File: config.mk
export PLATFORM = sky130hd
export DESIGN_NAME = hazard_ctrl
export DESIGN_NICKNAME = d
export VERILOG_FILES = /design/src/rtl/pipeline_pkg.sv /design/src/rtl/mc_stall_fsm.sv /design/src/rtl/hazard_ctrl.sv
export SDC_FILE = /design/constraint.sdc
export NUM_CORES = 1
export LEC_CHECK = 0
export BUFFER_PORTS_ARGS = -buffer_cell sky130_fd_sc_hd__buf_2
export CELL_PAD_IN_SITES_DETAIL_PLACEMENT = 1
export CELL_PAD_IN_SITES_GLOBAL_PLACEMENT = 2
export CORE_MARGIN = 2
export CORE_UTILIZATION = 22
export CTS_BUF_LIST = sky130_fd_sc_hd__clkbuf_16
export CTS_CLUSTER_DIAMETER = 120
export CTS_CLUSTER_SIZE = 20
export DETAILED_ROUTE_END_ITERATION = 16
export GPL_ROUTABILITY_DRIVEN = 0
export PLACE_DENSITY = 0.91
export SETUP_SLACK_MARGIN = 0.5
export SLEW_MARGIN = 20
export SYNTH_ARGS = -nofsm -noshare
export SYNTH_HDL_FRONTEND = slang
export SYNTH_SLANG_ARGS = --single-unit
File: constraint.sdc
create_clock -name CLK -period 2.3 [get_ports CLK]
set_input_delay 0.345 -clock CLK [delete_from_list [all_inputs] [get_ports CLK]]
set_output_delay 0.345 -clock CLK [all_outputs]
set_load 0.02 [all_outputs]
File: src/rtl/pipeline_pkg.sv
// pipeline_pkg: shared definitions for the 5-stage MIPS pipeline hazard logic.
//   FWD_*     : Execute operand-select codes (register file / writeback / memory)
//   hz_state_t: multi-cycle stall FSM states
//   REG_ZERO  : architectural $0, which never creates a dependency
//   reg_match : register dependency test that ignores $0
package pipeline_pkg;

    localparam logic [1:0] FWD_RF  = 2'b00;
    localparam logic [1:0] FWD_WB  = 2'b01;
    localparam logic [1:0] FWD_MEM = 2'b10;

    localparam logic [4:0] REG_ZERO = 5'd0;

    typedef enum logic {IDLE = 1'b0, BUSY = 1'b1} hz_state_t;

    function automatic logic reg_match(input logic [4:0] r, input logic [4:0] x);
        return (r != REG_ZERO) && (r == x);
    endfunction

endpackage

File: src/rtl/mc_stall_fsm.sv
// mc_stall_fsm: keeps a multi-cycle op in Execute for MC_CYCLES cycles.
//   CLK, CLRn : clock, asynchronous active-low reset
//   MCStartE  : multi-cycle op present in Execute (ignored while BUSY)
//   mcstall   : hold the front end and Execute this cycle
//   BusyE     : FSM is in BUSY
// The first Execute cycle is spent in IDLE, so the counter is loaded with
// MC_CYCLES-2 and the final BUSY cycle (cnt==0) is the op's last, unstalled one.
module mc_stall_fsm
    import pipeline_pkg::*;
#(
    parameter int MC_CYCLES = 4,
    parameter int CNT_W     = 4
) (
    input  logic CLK,
    input  logic CLRn,
    input  logic MCStartE,
    output logic mcstall,
    output logic BusyE
);

    localparam logic [CNT_W-1:0] CNT_INIT = (MC_CYCLES > 1) ? CNT_W'(MC_CYCLES - 2) : '0;
    localparam logic MULTI = (MC_CYCLES > 1);

    hz_state_t state, state_nxt;
    logic [CNT_W-1:0] cnt, cnt_nxt;

    always_ff @(posedge CLK or negedge CLRn) begin
        if (!CLRn) begin
            state <= IDLE;
            cnt   <= '0;
        end else begin
            state <= state_nxt;
            cnt   <= cnt_nxt;
        end
    end

    always_comb begin
        state_nxt = state;
        cnt_nxt   = cnt;
        mcstall   = 1'b0;
        BusyE     = 1'b0;
        case (state)
            IDLE: begin
                mcstall = MCStartE & MULTI;
                if (mcstall) begin
                    state_nxt = BUSY;
                    cnt_nxt   = CNT_INIT;
                end
            end
            BUSY: begin
                BusyE   = 1'b1;
                mcstall = (cnt != '0);
                if (mcstall) cnt_nxt = cnt - 1'b1;
                else         state_nxt = IDLE;
            end
            default: state_nxt = IDLE;
        endcase
    end

endmodule

File: src/rtl/hazard_ctrl.sv
// hazard_ctrl: hazard/stall/forward controller for the 5-stage MIPS pipeline.
//   Inputs : Decode/Execute source regs, per-stage dest regs and write enables,
//            load flags (MtoRFSelE/M), BranchD, PCSrcD, MCStartE.
//   Outputs: StallF/D/E, FlushD/E/M, ForwardAE/BE (2b), ForwardAD/BD, BusyE.
//   Optional (HAZARD_PERF_EN): StallCnt, FlushCnt saturating 32-bit counters.
// All outputs are combinational and forced low while CLRn is asserted.
module hazard_ctrl
    import pipeline_pkg::*;
#(
    parameter int MC_CYCLES = 4,
    parameter int CNT_W     = 4
) (
    input  logic       CLK,
    input  logic       CLRn,
    input  logic [4:0] RsD,
    input  logic [4:0] RtD,
    input  logic [4:0] RsE,
    input  logic [4:0] RtE,
    input  logic [4:0] WriteRegE,
    input  logic [4:0] WriteRegM,
    input  logic [4:0] WriteRegW,
    input  logic       RFWEE,
    input  logic       RFWEM,
    input  logic       RFWEW,
    input  logic       MtoRFSelE,
    input  logic       MtoRFSelM,
    input  logic       BranchD,
    input  logic       PCSrcD,
    input  logic       MCStartE,
    output logic       StallF,
    output logic       StallD,
    output logic       StallE,
    output logic       FlushD,
    output logic       FlushE,
    output logic       FlushM,
    output logic [1:0] ForwardAE,
    output logic [1:0] ForwardBE,
    output logic       ForwardAD,
    output logic       ForwardBD,
`ifdef HAZARD_PERF_EN
    output logic [31:0] StallCnt,
    output logic [31:0] FlushCnt,
`endif
    output logic       BusyE
);

    logic lwstall, brstall, mcstall, busy, stall_fd;

    mc_stall_fsm #(.MC_CYCLES(MC_CYCLES), .CNT_W(CNT_W)) u_mc (
        .CLK      (CLK),
        .CLRn     (CLRn),
        .MCStartE (MCStartE),
        .mcstall  (mcstall),
        .BusyE    (busy)
    );

    function automatic logic [1:0] fwd_sel(input logic [4:0] rs);
        if (RFWEM && reg_match(WriteRegM, rs))      return FWD_MEM;
        else if (RFWEW && reg_match(WriteRegW, rs)) return FWD_WB;
        else                                        return FWD_RF;
    endfunction

    always_comb begin
        lwstall = MtoRFSelE & RFWEE &
                  (reg_match(WriteRegE, RsD) | reg_match(WriteRegE, RtD));
        // Decode compares need final values: an ALU result still in Execute or
        // a load still in Memory cannot be forwarded in time.
        brstall = BranchD &
                  ((RFWEE & (reg_match(WriteRegE, RsD) | reg_match(WriteRegE, RtD))) |
                   (MtoRFSelM & (reg_match(WriteRegM, RsD) | reg_match(WriteRegM, RtD))));
        stall_fd = lwstall | brstall | mcstall;
    end

    assign StallE    = CLRn & mcstall;
    assign FlushM    = CLRn & mcstall;
    assign StallF    = CLRn & stall_fd;
    assign StallD    = CLRn & stall_fd;
    // A held Execute instruction must never be bubbled away.
    assign FlushE    = CLRn & (lwstall | brstall) & ~mcstall;
    assign FlushD    = CLRn & PCSrcD & ~stall_fd;
    assign ForwardAE = CLRn ? fwd_sel(RsE) : FWD_RF;
    assign ForwardBE = CLRn ? fwd_sel(RtE) : FWD_RF;
    assign ForwardAD = CLRn & RFWEM & reg_match(WriteRegM, RsD);
    assign ForwardBD = CLRn & RFWEM & reg_match(WriteRegM, RtD);
    assign BusyE     = CLRn & busy;

`ifdef HAZARD_PERF_EN
    logic [31:0] stall_cnt, flush_cnt;

    always_ff @(posedge CLK or negedge CLRn) begin
        if (!CLRn) begin
            stall_cnt <= '0;
            flush_cnt <= '0;
        end else begin
            if (StallD && stall_cnt != '1)              stall_cnt <= stall_cnt + 32'd1;
            if ((FlushD || FlushE) && flush_cnt != '1)  flush_cnt <= flush_cnt + 32'd1;
        end
    end

    assign StallCnt = stall_cnt;
    assign FlushCnt = flush_cnt;
`endif

endmodule
# After elaboration in Yosys (flattened, before gate mapping)
# Index checks and enable logic that the tools add are counted.
dict set report totals {
  reg_bits 5
  in_bits 45
  output_inout_bits 13
  word_cells 67
}
dict set report op_classes {
  add_sub_neg 1
  n_eq_ne 10
  muxes 14
  n_bitwise 23
  n_reduce_logical 17
}
# cell n
set ops {}
lappend ops {{== test 5 bit} 8}
lappend ops {{bitwise AND 1 bit} 15}
lappend ops {{nonzero test 5 bit} 3}
lappend ops {{logical AND 1 bit} 12}
lappend ops {{2-to-1 mux 2 bit} 4}
lappend ops {{2-to-1 mux 4 bit} 2}
lappend ops {{case mux 4 bit (2 select lines)} 1}
lappend ops {{2-to-1 mux 1 bit} 5}
lappend ops {{OR 1 bit} 5}
lappend ops {{inequality test 2 bit, second input constant} 2}
lappend ops {{case mux 1 bit (2 select lines)} 2}
lappend ops {{nonzero test 4 bit} 1}
lappend ops {{subtractor 4 x 1 -> 4 bit, second input constant} 1}
lappend ops {{NOT 1 bit} 3}
lappend ops {{AND reduction 2 bit} 1}

# Depth between registers and ports, before layout
dict set report logic_depth {
  ltp_word 10
  ltp_mapped 7
  depth_no_buf 7
}

# Modules after synthesis
# From an unflattened synthesis, not the netlist that was laid out.
dict set report unflattened {
  cells_unflattened 110
  hier_area_um2 945.9
}
# mod instances cells_each area_per_inst_um2 seq_area_each_um2
set modules_own_cells {}
lappend modules_own_cells {hazard_ctrl 1 85 676.9 0.0}
lappend modules_own_cells {mc_stall_fsm 1 25 269.0 125.1}

# Worst setup path after synthesis
# No wires, ideal clock.
dict set report synth_timing {
  path_type {input to output}
  startpoint {in WriteRegM[4]}
  endpoint {out StallF}
  t_arrival_ns 1.797
  required_ns 1.955
  setup_slack_ns 0.158
  cell_stages 7
  n_path_buf 2
  path_cell_list {buf_6 > xnor2_1 > nand3_1 > nor3_2 > o2111ai_1 > a31oi_1 > buf_4}
}
dict set report synth_between {
  elab_chain_cells 9
  word_cells_on_any_way 12
  cone_classes {eq/ne: 2; bitwise: 7; reduce/logical: 3}
}
# item line_no
set synth_lines {}
lappend synth_lines {{start, declared} hazard_ctrl.sv:20} ;# input logic [4:0] WriteRegM,
lappend synth_lines {{== test 5 bit or nonzero test 5 bit (tied branches)} pipeline_pkg.sv:17} ;# return (r != REG_ZERO) && (r == x);
lappend synth_lines {{logical AND 1 bit} pipeline_pkg.sv:17}
lappend synth_lines {{OR 1 bit (*)} hazard_ctrl.sv:70} ;# (MtoRFSelM & (reg_match(WriteRegM, RsD) | reg_match(WriteRegM, RtD))));
lappend synth_lines {{bitwise AND 1 bit (*)} hazard_ctrl.sv:70}
lappend synth_lines {{OR 1 bit (*)} hazard_ctrl.sv:69} ;# ((RFWEE & (reg_match(WriteRegE, RsD) | reg_match(WriteRegE, RtD))) |
lappend synth_lines {{bitwise AND 1 bit (*)} hazard_ctrl.sv:68} ;# brstall = BranchD &
lappend synth_lines {{OR 1 bit (*) (2 in a row)} hazard_ctrl.sv:71} ;# stall_fd = lwstall | brstall | mcstall;
lappend synth_lines {{bitwise AND 1 bit (*)} n/a}
lappend synth_lines {{end, declared} hazard_ctrl.sv:30} ;# output logic StallF,
# Mark *: on every way between the ends. The rest lies on a longest branch, timed or not.

# Worst setup path in the final report
dict set report layout_timing {
  startpoint {reg u_mc.cnt[1]}
  endpoint {out FlushD}
}
dict set report layout_between {
  elab_chain_cells 5
}
# item line_no
set layout_lines {}
lappend layout_lines {{start, declared} mc_stall_fsm.sv:25} ;# logic [CNT_W-1:0] cnt, cnt_nxt;
lappend layout_lines {{start signal, assigned} mc_stall_fsm.sv:33} ;# cnt <= cnt_nxt;
lappend layout_lines {{nonzero test 4 bit} mc_stall_fsm.sv:52} ;# mcstall = (cnt != '0);
lappend layout_lines {{case mux 1 bit (2 select lines)} mc_stall_fsm.sv:42} ;# case (state)
lappend layout_lines {{OR 1 bit} hazard_ctrl.sv:71}
lappend layout_lines {{NOT 1 bit} hazard_ctrl.sv:80} ;# assign FlushD = CLRn & PCSrcD & ~stall_fd;
lappend layout_lines {{bitwise AND 1 bit} hazard_ctrl.sv:80}
lappend layout_lines {{end, declared} hazard_ctrl.sv:33} ;# output logic FlushD,
# Every way passes these cells.

==> run_results.csv <==
group,metric,value,unit
run_status,status,"completed",
clocking,cts_tree,"done",
global_route,grt_max_degree,13,
die,io_pins,58,
final_layout,nets,223,
global_route,grt_pass1_wl,5.106,mm
sta,rsz0062_at_grt,"true",
synthesis,yosysTopAreaCell,"xor2_1",
sta,relSlewSlack,0.6866,
place,io_buffers,57,
clocking,cts_inserted_buffers,3,
place,dpl.hpwl,2.541,mm
die,rows,23,
sta,fin_tns_setup,0,ps
sta,drv_slew,0,
place,dpl-instance-area,0.001247,sq mm
power,power.leakage,0.6788,nW
worst_setup_path,cp_cell_sequence,"inv_2 > ha_4 > inv_2 > o31ai_4 > and2_4 > and3_4 > and3_4 > buf_6",
synthesis,synth-edff-count,0,
final_layout,area_growth_syn_to_layout,63.99,%
synthesis,synth_fp_nets,160,
sta,layout_worst_path_cycle_share,0.9100,
worst_setup_path,reg2reg_slack,880,ps
die,fp.dieW,68.70,um
worst_setup_path,path_class,"flop to output pin",
global_route,antenna_found_initial,0,
sta,tightestPinTransition,466.9,ps
clocking,cts-htree-levels,1,
global_route,grt.overflow.total,0,
sta,fin_crit,2093,ps
synthesis,yosys_warnings,0,
synthesis,yosys-top-cells-count,"xor2_1, xnor2_1, inv_1, nand3_1, nor3_1",
worst_setup_path,cpMaxStageDelayCell,"dfrtp_1",
global_route,track_usage,0.1489,
clocking,holdBufCountCts,0,
synthesis,yosysUniqueCellTypes,29,
route,drt-pass1-iter-count,4,
die,die_h,68.70,um
worst_setup_path,cpPeakStageDelay,390,ps
sta,setup_ws,207.0,ps
sta,fmax,477.8,MHz
power,peakVddDrop,460.5,uV
global_route,grt_pass1_vias,1096,
die,design.die.area,0.004720,sq mm
final_layout,n_antenna_cell,0,
sta,hold_viol_final,0,
route,via_count,1003,
worst_setup_path,crit_fanout,4,
route,wl,3.263,mm
synthesis,synth_ff_type,"dfrtp_1",
worst_setup_path,worstSetupEndpointType,"output pin",
sta,setup_viol,0,
worst_hold_path,holdCritPathClass,"input pin to async pin",
run,drv_cap,0,
synthesis,ys_ff_latch,5,
synthesis,synth_top_area_share,0.2092,
synthesis,yosysMostFrequentCell,"xor2_1",
synthesis,async_reset_ff_frac,1.000,
route,post_drt_wl_per_cell,14.50,um
synthesis,yosys-top-cells-area,"xor2_1, xnor2_1, dfrtp_1",
worst_setup_path,critPathArrivalTime,1750,ps
sta,fin_skew,0.4992,ps
clocking,cts_root_buf,"clkbuf_16",
route,drcViolationCount,0,
clocking,clkSinkCount,5,
synthesis,avgSynthCellArea,8.149,sq um
final_layout,drive_above_1_share,0.5143,
die,core-area,0.004029,sq mm
synthesis,netlist_instances,113,
die,initial_core_util,0.2286,
power,p_per_area,748.8,mW/mm^2
synthesis,netlist_area,920.9,sq um
final_layout,design_area,0.001510,sq mm
clocking,clk_pin_slew,30,ps
route,detail-route-antenna-nets,0,
synthesis,ys_seq_area_frac,0.1359,
route,drt_iter0_markers,25,
clocking,clock_tree.buffer_depth,2,
worst_setup_path,path_buf_inv,3,
route,viasPerCell,4.458,
worst_setup_path,crit_family,"simple AND/OR/NAND/NOR gates",
worst_setup_path,cp.required,1960,ps
worst_setup_path,crit_path_start_kind,"flop",
clocking,clk_latency,230,ps
place,place_ws,279.1,ps
[worst paths after layout]
kind / from / end / cells after the start
worst max register to register: u_mc.cnt[1] / u_mc.cnt[2] / 7
min in group CLK: MCStartE / u_mc.cnt[1] / 3
worst max-delay path: u_mc.cnt[1] / FlushD / 8
worst min register to register: u_mc.cnt[3] / u_mc.cnt[3] / 2
worst min-delay path: CLRn / u_mc.state / 2
max in group asynchronous: CLRn / u_mc.cnt[0] / 2
[power by group]
group / total, mW / leakage [nW] / switching, mW / internal, mW
clock: 0.284 / 0.0423 / 0.0589 / 0.225
combinational: 0.665 / 0.577 / 0.331 / 0.333
sequential: 0.182 / 0.0600 / 0.0488 / 0.133
total: 1.13 / 0.679 / 0.439 / 0.692
[sequential cells by signal, summed over array words and instances, names as in the netlist]
name and flops:
u_mc.state 1, u_mc.cnt 4
[cell type report]
type | instances | area (sq um)
inverters | 6 | 22.52
multi-input cells | 95 | 819.5
repair buffers | 65 | 401.6
flip-flops and latches | 5 | 125.1
well taps | 50 | 62.56
fillers | 487 | 2519
clock inverters | 1 | 3.754
clock buffers | 3 | 75.07
[what timing repair did]
action | in CTS | in global routing
pin swaps | 8 | 9
endpoints found under the setup margin | 10 | 10
setup buffers | 4 | 3
gates resized for setup | 27 | 9
[per-layer routing]
layer	up-vias	GRT usage	wire, um
met5	-	0	0
met1	455	0.1747	1278
li1	506	-	-
met3	4	0.04058	198
met4	0	0.04412	41
met2	38	0.2632	1744
[through the flow]
stage / hold WS, ps / utilization / power [mW] / std cells
6_report: 70.15 / 0.3748 / 1.131 / 225
5_1_grt: 92.95 / 0.3748 / 1.225 / 225
4_1_cts: 85.31 / 0.3578 / 1.070 / 222
3_5_place_dp: 322.4 / 0.3096 / 0.6545 / 214
3_3_place_gp: 321.1 / 0.3096 / 0.6379 / 214
2_1_floorplan: 49.41 / - / 0.5248 / 113
[layout by cell type, fill, tap and decap left out, types with 4 or more instances in the layout]
cell type / count
and2_1: 4
buf_2: 42
buf_4: 18
buf_6: 5
dfrtp_1: 5
inv_1: 4
nand3_1: 6
nor3_1: 5
o21ai_0: 4
xnor2_1: 17
xor2_1: 22
[cells by family after synthesis]
logic type / after synthesis / synth area share
compound gates: 13 / 0.1100
flops: 5 / 0.1359
buf+inv: 13 / 0.08831
xor+xnor: 41 / 0.3899
simple gates: 39 / 0.2486
fa+ha+maj: 2 / 0.02717
(Power assumes the default switching activity.)
